<file path="src/rtl/fetch_stage_pkg.sv">
// Shared types and constants for the instruction-fetch stage and its next-PC logic.
package fetch_stage_pkg;

    typedef enum logic [1:0] {
        RUN   = 2'd0,
        HOLD  = 2'd1,
        DRAIN = 2'd2
    } fetch_state_t;

    localparam logic [31:0] NOP_INSTR_DEFAULT = 32'h0000_0000;
    localparam logic [31:0] RESET_PC_DEFAULT  = 32'h0000_0000;

    localparam int OP_MSB    = 31;
    localparam int OP_LSB    = 26;
    localparam int FUNCT_MSB = 5;
    localparam int FUNCT_LSB = 0;

endpackage

</file>
<file path="src/rtl/fetch_next_pc.sv">
// Combinational PC+4 adder and redirect-target priority mux (jr/jalr > j/jal > branch).
module fetch_next_pc (
    input  logic [31:0] pc_f,
    input  logic        jadition,
    input  logic        jump,
    input  logic [31:0] rs,
    input  logic [3:0]  pc4_hi,
    input  logic [25:0] instr_index,
    input  logic [31:0] pcbranch,
    output logic [31:0] pc_plus4,
    output logic [31:0] target
);

    assign pc_plus4 = pc_f + 32'd4;

    always_comb begin
        target = pcbranch;
        if (jadition) begin
            target = rs;
        end else if (jump) begin
            target = {pc4_hi, instr_index, 2'b00};
        end
    end

endmodule

</file>
<file path="src/rtl/fetch_stage.sv">
// Instruction fetch with IF/ID register; req/ack instruction memory, stall and redirect handling.
module fetch_stage
    import fetch_stage_pkg::*;
#(
    parameter logic [31:0] RESET_PC  = RESET_PC_DEFAULT,
    parameter logic [31:0] NOP_INSTR = NOP_INSTR_DEFAULT
) (
    input  logic        clk,
    input  logic        reset,
    input  logic        stall_d,
    input  logic        pcsrc_d,
    input  logic [31:0] pcbranch_d,
    input  logic        jump_d,
    input  logic        jadition_d,
    input  logic [31:0] rs_d,
    output logic        imem_req,
    output logic [31:0] imem_addr,
    input  logic        imem_ack,
    input  logic [31:0] imem_rdata,
    output logic [31:0] instr_d,
    output logic [31:0] pcplus4_d,
    output logic        valid_d,
    output logic [5:0]  op_d,
    output logic [5:0]  funct_d
);

    fetch_state_t state_reg;
    logic [31:0]  pc_reg;
    logic [31:0]  instr_reg;
    logic [31:0]  pcplus4_reg;
    logic         valid_reg;
    logic         req_reg;
    logic [31:0]  hold_instr_reg;
    logic [31:0]  hold_pc4_reg;
    logic [31:0]  pending_pc_reg;

    logic [31:0]  pc_plus4;
    logic [31:0]  target;
    logic         redirect;
    logic         ack;

    fetch_next_pc u_next_pc (
        .pc_f        (pc_reg),
        .jadition    (jadition_d),
        .jump        (jump_d),
        .rs          (rs_d),
        .pc4_hi      (pcplus4_reg[31:28]),
        .instr_index (instr_reg[25:0]),
        .pcbranch    (pcbranch_d),
        .pc_plus4    (pc_plus4),
        .target      (target)
    );

    assign redirect = valid_reg & ~stall_d & (jadition_d | jump_d | pcsrc_d);
    // An ack only counts against a request we actually have outstanding.
    assign ack      = imem_ack & req_reg;

    always_ff @(posedge clk) begin
        if (reset) begin
            state_reg      <= RUN;
            pc_reg         <= RESET_PC;
            instr_reg      <= NOP_INSTR;
            pcplus4_reg    <= 32'd0;
            valid_reg      <= 1'b0;
            req_reg        <= 1'b0;
            hold_instr_reg <= NOP_INSTR;
            hold_pc4_reg   <= 32'd0;
            pending_pc_reg <= RESET_PC;
        end else begin
            req_reg <= 1'b1;
            case (state_reg)
                RUN: begin
                    if (redirect) begin
                        instr_reg <= NOP_INSTR;
                        valid_reg <= 1'b0;
                        if (ack) begin
                            pc_reg <= target;
                        end else begin
                            pending_pc_reg <= target;
                            state_reg      <= DRAIN;
                        end
                    end else if (stall_d) begin
                        if (ack) begin
                            hold_instr_reg <= imem_rdata;
                            hold_pc4_reg   <= pc_plus4;
                            pc_reg         <= pc_plus4;
                            req_reg        <= 1'b0;
                            state_reg      <= HOLD;
                        end
                    end else if (ack) begin
                        instr_reg   <= imem_rdata;
                        pcplus4_reg <= pc_plus4;
                        valid_reg   <= 1'b1;
                        pc_reg      <= pc_plus4;
                    end else begin
                        instr_reg <= NOP_INSTR;
                        valid_reg <= 1'b0;
                    end
                end
                HOLD: begin
                    if (stall_d) begin
                        req_reg <= 1'b0;
                    end else begin
                        state_reg <= RUN;
                        if (redirect) begin
                            pc_reg    <= target;
                            instr_reg <= NOP_INSTR;
                            valid_reg <= 1'b0;
                        end else begin
                            instr_reg   <= hold_instr_reg;
                            pcplus4_reg <= hold_pc4_reg;
                            valid_reg   <= 1'b1;
                        end
                    end
                end
                DRAIN: begin
                    // The in-flight word belongs to the squashed path; drop it and jump.
                    if (ack) begin
                        pc_reg    <= pending_pc_reg;
                        state_reg <= RUN;
                    end
                end
                default: begin
                    state_reg <= RUN;
                end
            endcase
        end
    end

    assign imem_req  = req_reg;
    assign imem_addr = pc_reg;
    assign instr_d   = instr_reg;
    assign pcplus4_d = pcplus4_reg;
    assign valid_d   = valid_reg;
    assign op_d      = instr_reg[OP_MSB:OP_LSB];
    assign funct_d   = instr_reg[FUNCT_MSB:FUNCT_LSB];

endmodule

</file>
<file path="config.mk">
export PLATFORM = sky130hd
export DESIGN_NAME = fetch_stage
export DESIGN_NICKNAME = d
export VERILOG_FILES = /design/src/rtl/fetch_stage_pkg.sv /design/src/rtl/fetch_next_pc.sv /design/src/rtl/fetch_stage.sv
export SDC_FILE = /design/constraint.sdc
export NUM_CORES = 1
export LEC_CHECK = 0
export BUFFER_PORTS_ARGS = -buffer_cell sky130_fd_sc_hd__buf_2
export CAP_MARGIN = 20
export CORE_AREA = 2 2 143 145
export DETAILED_ROUTE_END_ITERATION = 10
export DIE_AREA = 0 0 145 147
export PLACE_DENSITY = 0.81
export SETUP_SLACK_MARGIN = 0.2
export SLEW_MARGIN = 20
export SYNTH_ARGS = -nofsm -noshare
export SYNTH_HDL_FRONTEND = slang
export SYNTH_SLANG_ARGS = --single-unit
</file>
<file path="constraint.sdc">
create_clock -name clk -period 3.2 [get_ports clk]
set_input_delay 0.64 -clock clk [delete_from_list [all_inputs] [get_ports clk]]
set_output_delay 0.64 -clock clk [all_outputs]
set_load 0.005 [all_outputs]
</file>
==> run metrics <==
status=complete, no violations; Hold Slack=0.446 ns; power density over the cells=827 nW/um2; Hold Path Class=input pin to flip-flop; CTS Buffer Depth=2; most frequent cells after synthesis=196 x dfxtp_1, 167 x nand2_1, 152 x nor2_1; # hold bufs at CTS=0; RSZ-0062 raised after global routing=no; hpwl dp=20200 um; skew final=approximately 0.016 ns; worst hold endpoint=hold_instr_reg[27]; Initial Utilization=49.1%; Netlist cell types=59; largest net degree at the start of global routing=93; Worst EP arrival=roughly 3 ns; total gr overflow=0; width of the die=145 um; Post-synth EDFFs=0; Reg2Reg Depth=6; CTS root buf=clkbuf_16; Slew headroom=47.3%; Syn Std Cell Area=about 9700 um2; reg2reg setup slack=0.49 ns; first-pass GRT wire length=roughly 46000 um; initial antenna violation count=1; Finished Cell Area=approximately 11000 um2; Slew Viols, Final=0; Worst Setup End Kind=flip-flop; FILL cells=1828; vias per inst=approximately 6; drt wl/cell=17.3 um; post-CTS setup buffers=0; cell taking the most area after synthesis=dfxtp_1; I/O pin cnt=213; via count=9726; Crit Path Category=flip-flop to flip-flop; Hold Path Cell Cnt=3; # clock sinks=196; synth top area cells=dfxtp_1 40%, nand2_1 6.4%, nor2_1 5.9%, a21oi_1 5.6%, mux2i_1 3.9%; CP Launch Type=flip-flop; Worst Path Required=3.48 ns; Flop pwr share=35.9%; DRT Wirelength=28700 um; GRT Total Usage=26.2%; final setup vio count=0; Die Span Y=147 um; Worst-path clk slew=roughly 0.07 ns; Max-Cap Viols=0; die area=21300 um2; Comb pwr share=42.5%; Layout area overhead=18.0%; Final Hold Violating Endpoints=0; post-route ant nets=0; FP Rows=52; Final Cycle Share=84.8%; later-pin clock latency in the skew report=0.44 ns; most common cell in the netlist=dfxtp_1; top-area cell type share of the netlist area=about two fifths; Clock Power Share=a little over a fifth; Internal Power=between 5 and 6 mW; htree depth=4; DRC=0; asr flop ratio synth=0%; Max Fclk=368 MHz; Net Sw Power=3.95 mW; Leak=4.55 nW; vias in the first global route=8783; CP Max Fanout=8; first drt pass iteration count=7; DR iter-0 viols=between 900 and 1000; layout cells sized above 1=22.8%; clock buffer count from CTS=17; launching point of the worst reg2reg path=imem_addr[2]; synthesized flop and latch total=196; Switching Fraction=41.5%; Pwr Total=9.51 mW; min cycle time layout=2.71 ns; Cells after Synth=1226; ys flop type=dfxtp_1; fin nets=1478; syn nets=1333; Fin Setup TNS=0 ns; Port Buf Inserts=around 210; CTS tree=built; RePlAce Congestion=0.945; peak supply drop=543 uV; Post-CTS Resized=0; Syn Area/Cell=7.95 um2; hold_sp=imem_rdata[27]; Yosys warning count=0; measured slew at the worst slew-check pin=between 0.7 and 0.8 ns; Core Area=19800 um2; Seq/Total Area, Yosys=40.3%; Post-Place Cell Area=10900 um2; FF-to-FF End=imem_addr[22]
power by group through the flow:
stage / logic (mW) / clock network, mW / registers [mW]
3_3_place_gp: 3.92 / 0 / 3.43
2_1_floorplan: 2.77 / 0 / 3.31
4_1_cts: 4.01 / 2.07 / 3.40
6_report: 4.04 / 2.06 / 3.41
3_5_place_dp: 3.98 / 0 / 3.45
5_1_grt: 4.45 / 2.17 / 3.47
worst max path at each step:
stage          cells past startpoint       endpoint          from
3_5_place_dp                       7  imem_addr[17]        jump_d
2_1_floorplan                      9  imem_addr[20]        jump_d
4_1_cts                            6  imem_addr[22]  imem_addr[2]
6_report                           6  imem_addr[22]  imem_addr[2]
3_3_place_gp                       7  pcplus4_d[29]        jump_d
5_1_grt                            6  imem_addr[22]  imem_addr[2]
stage by stage:
stage,utilization (%),std cells,setup slack [ns]
after floorplan,-,1226,0.828
after global placement,55.1,1622,0.596
after detailed placement,55.1,1622,0.516
after CTS,57.9,1653,0.543
after global routing,57.9,1653,0.346
final,57.9,1654,0.485
layout make-up:
type                            instances  area (um2)  share of cell area [%]
Multi-Input combinational cell        897        5280                    45.9
Sequential cell                       196        3920                    34.1
Timing Repair Buffer                  250        1360                    11.8
Clock buffer                           21         460                    4.00
Tap cell                              270         338                    2.94
Clock inverter                         10        98.8                   0.860
Inverter                                9        33.8                   0.294
Antenna cell                            1        2.50                  0.0218
metal layers:
metal	vias up	track usage, %	wire [um]
li1	4713	-	-
met1	4545	35.7	12900
met2	424	41.9	13200
met3	44	5.59	2110
met4	0	7.67	472
met5	-	0	0
kinds of logic after synthesis:
group,after synthesis,share of synthesized area [%]
AO/OA/AOI/OAI,346,23.9
XOR/XNOR,22,1.98
adder cells (fa/ha/maj),4,0.514
buffers and inverters,133,5.87
flip-flops,196,40.3
multiplexers,62,6.68
AND/OR/NAND/NOR,463,20.8
critical path: stages (launching register included):
cell and delay [ns]:
dfxtp_1 0.48, ha_1 0.29, nand4_1 0.24, or4_1 0.69, or4_1 0.57, a31oi_1 0.21, a211oi_1 0.08
cell usage in the layout, fill, tap and decap left out, drive strengths merged, types with 4 or more instances in the layout:
cell / Yosys / routed
inv: 7 / 9
a31oi: 16 / 16
a211o: 4 / 4
clkinv: 2 / 7
a21oi: 109 / 109
o211a: 5 / 5
o21ai: 53 / 53
a21o: 5 / 5
nor4: 5 / 5
ha: 4 / 4
mux2i: 38 / 38
a221oi: 40 / 40
xnor2: 13 / 13
nand4: 14 / 14
nand2: 167 / 167
buf: 40 / 250
or3: 7 / 7
and3: 4 / 4
a311oi: 5 / 5
a32o: 4 / 4
and4: 6 / 6
xor2: 9 / 9
nand3: 25 / 25
mux2: 24 / 24
nor2: 152 / 152
clkbuf: 84 / 21
a32oi: 7 / 7
nand2b: 11 / 11
o211ai: 36 / 36
a211oi: 32 / 32
nor3: 62 / 62
or4: 4 / 4
dfxtp: 196 / 196
o2bb2ai: 5 / 5
(Power assumes the default switching activity.)
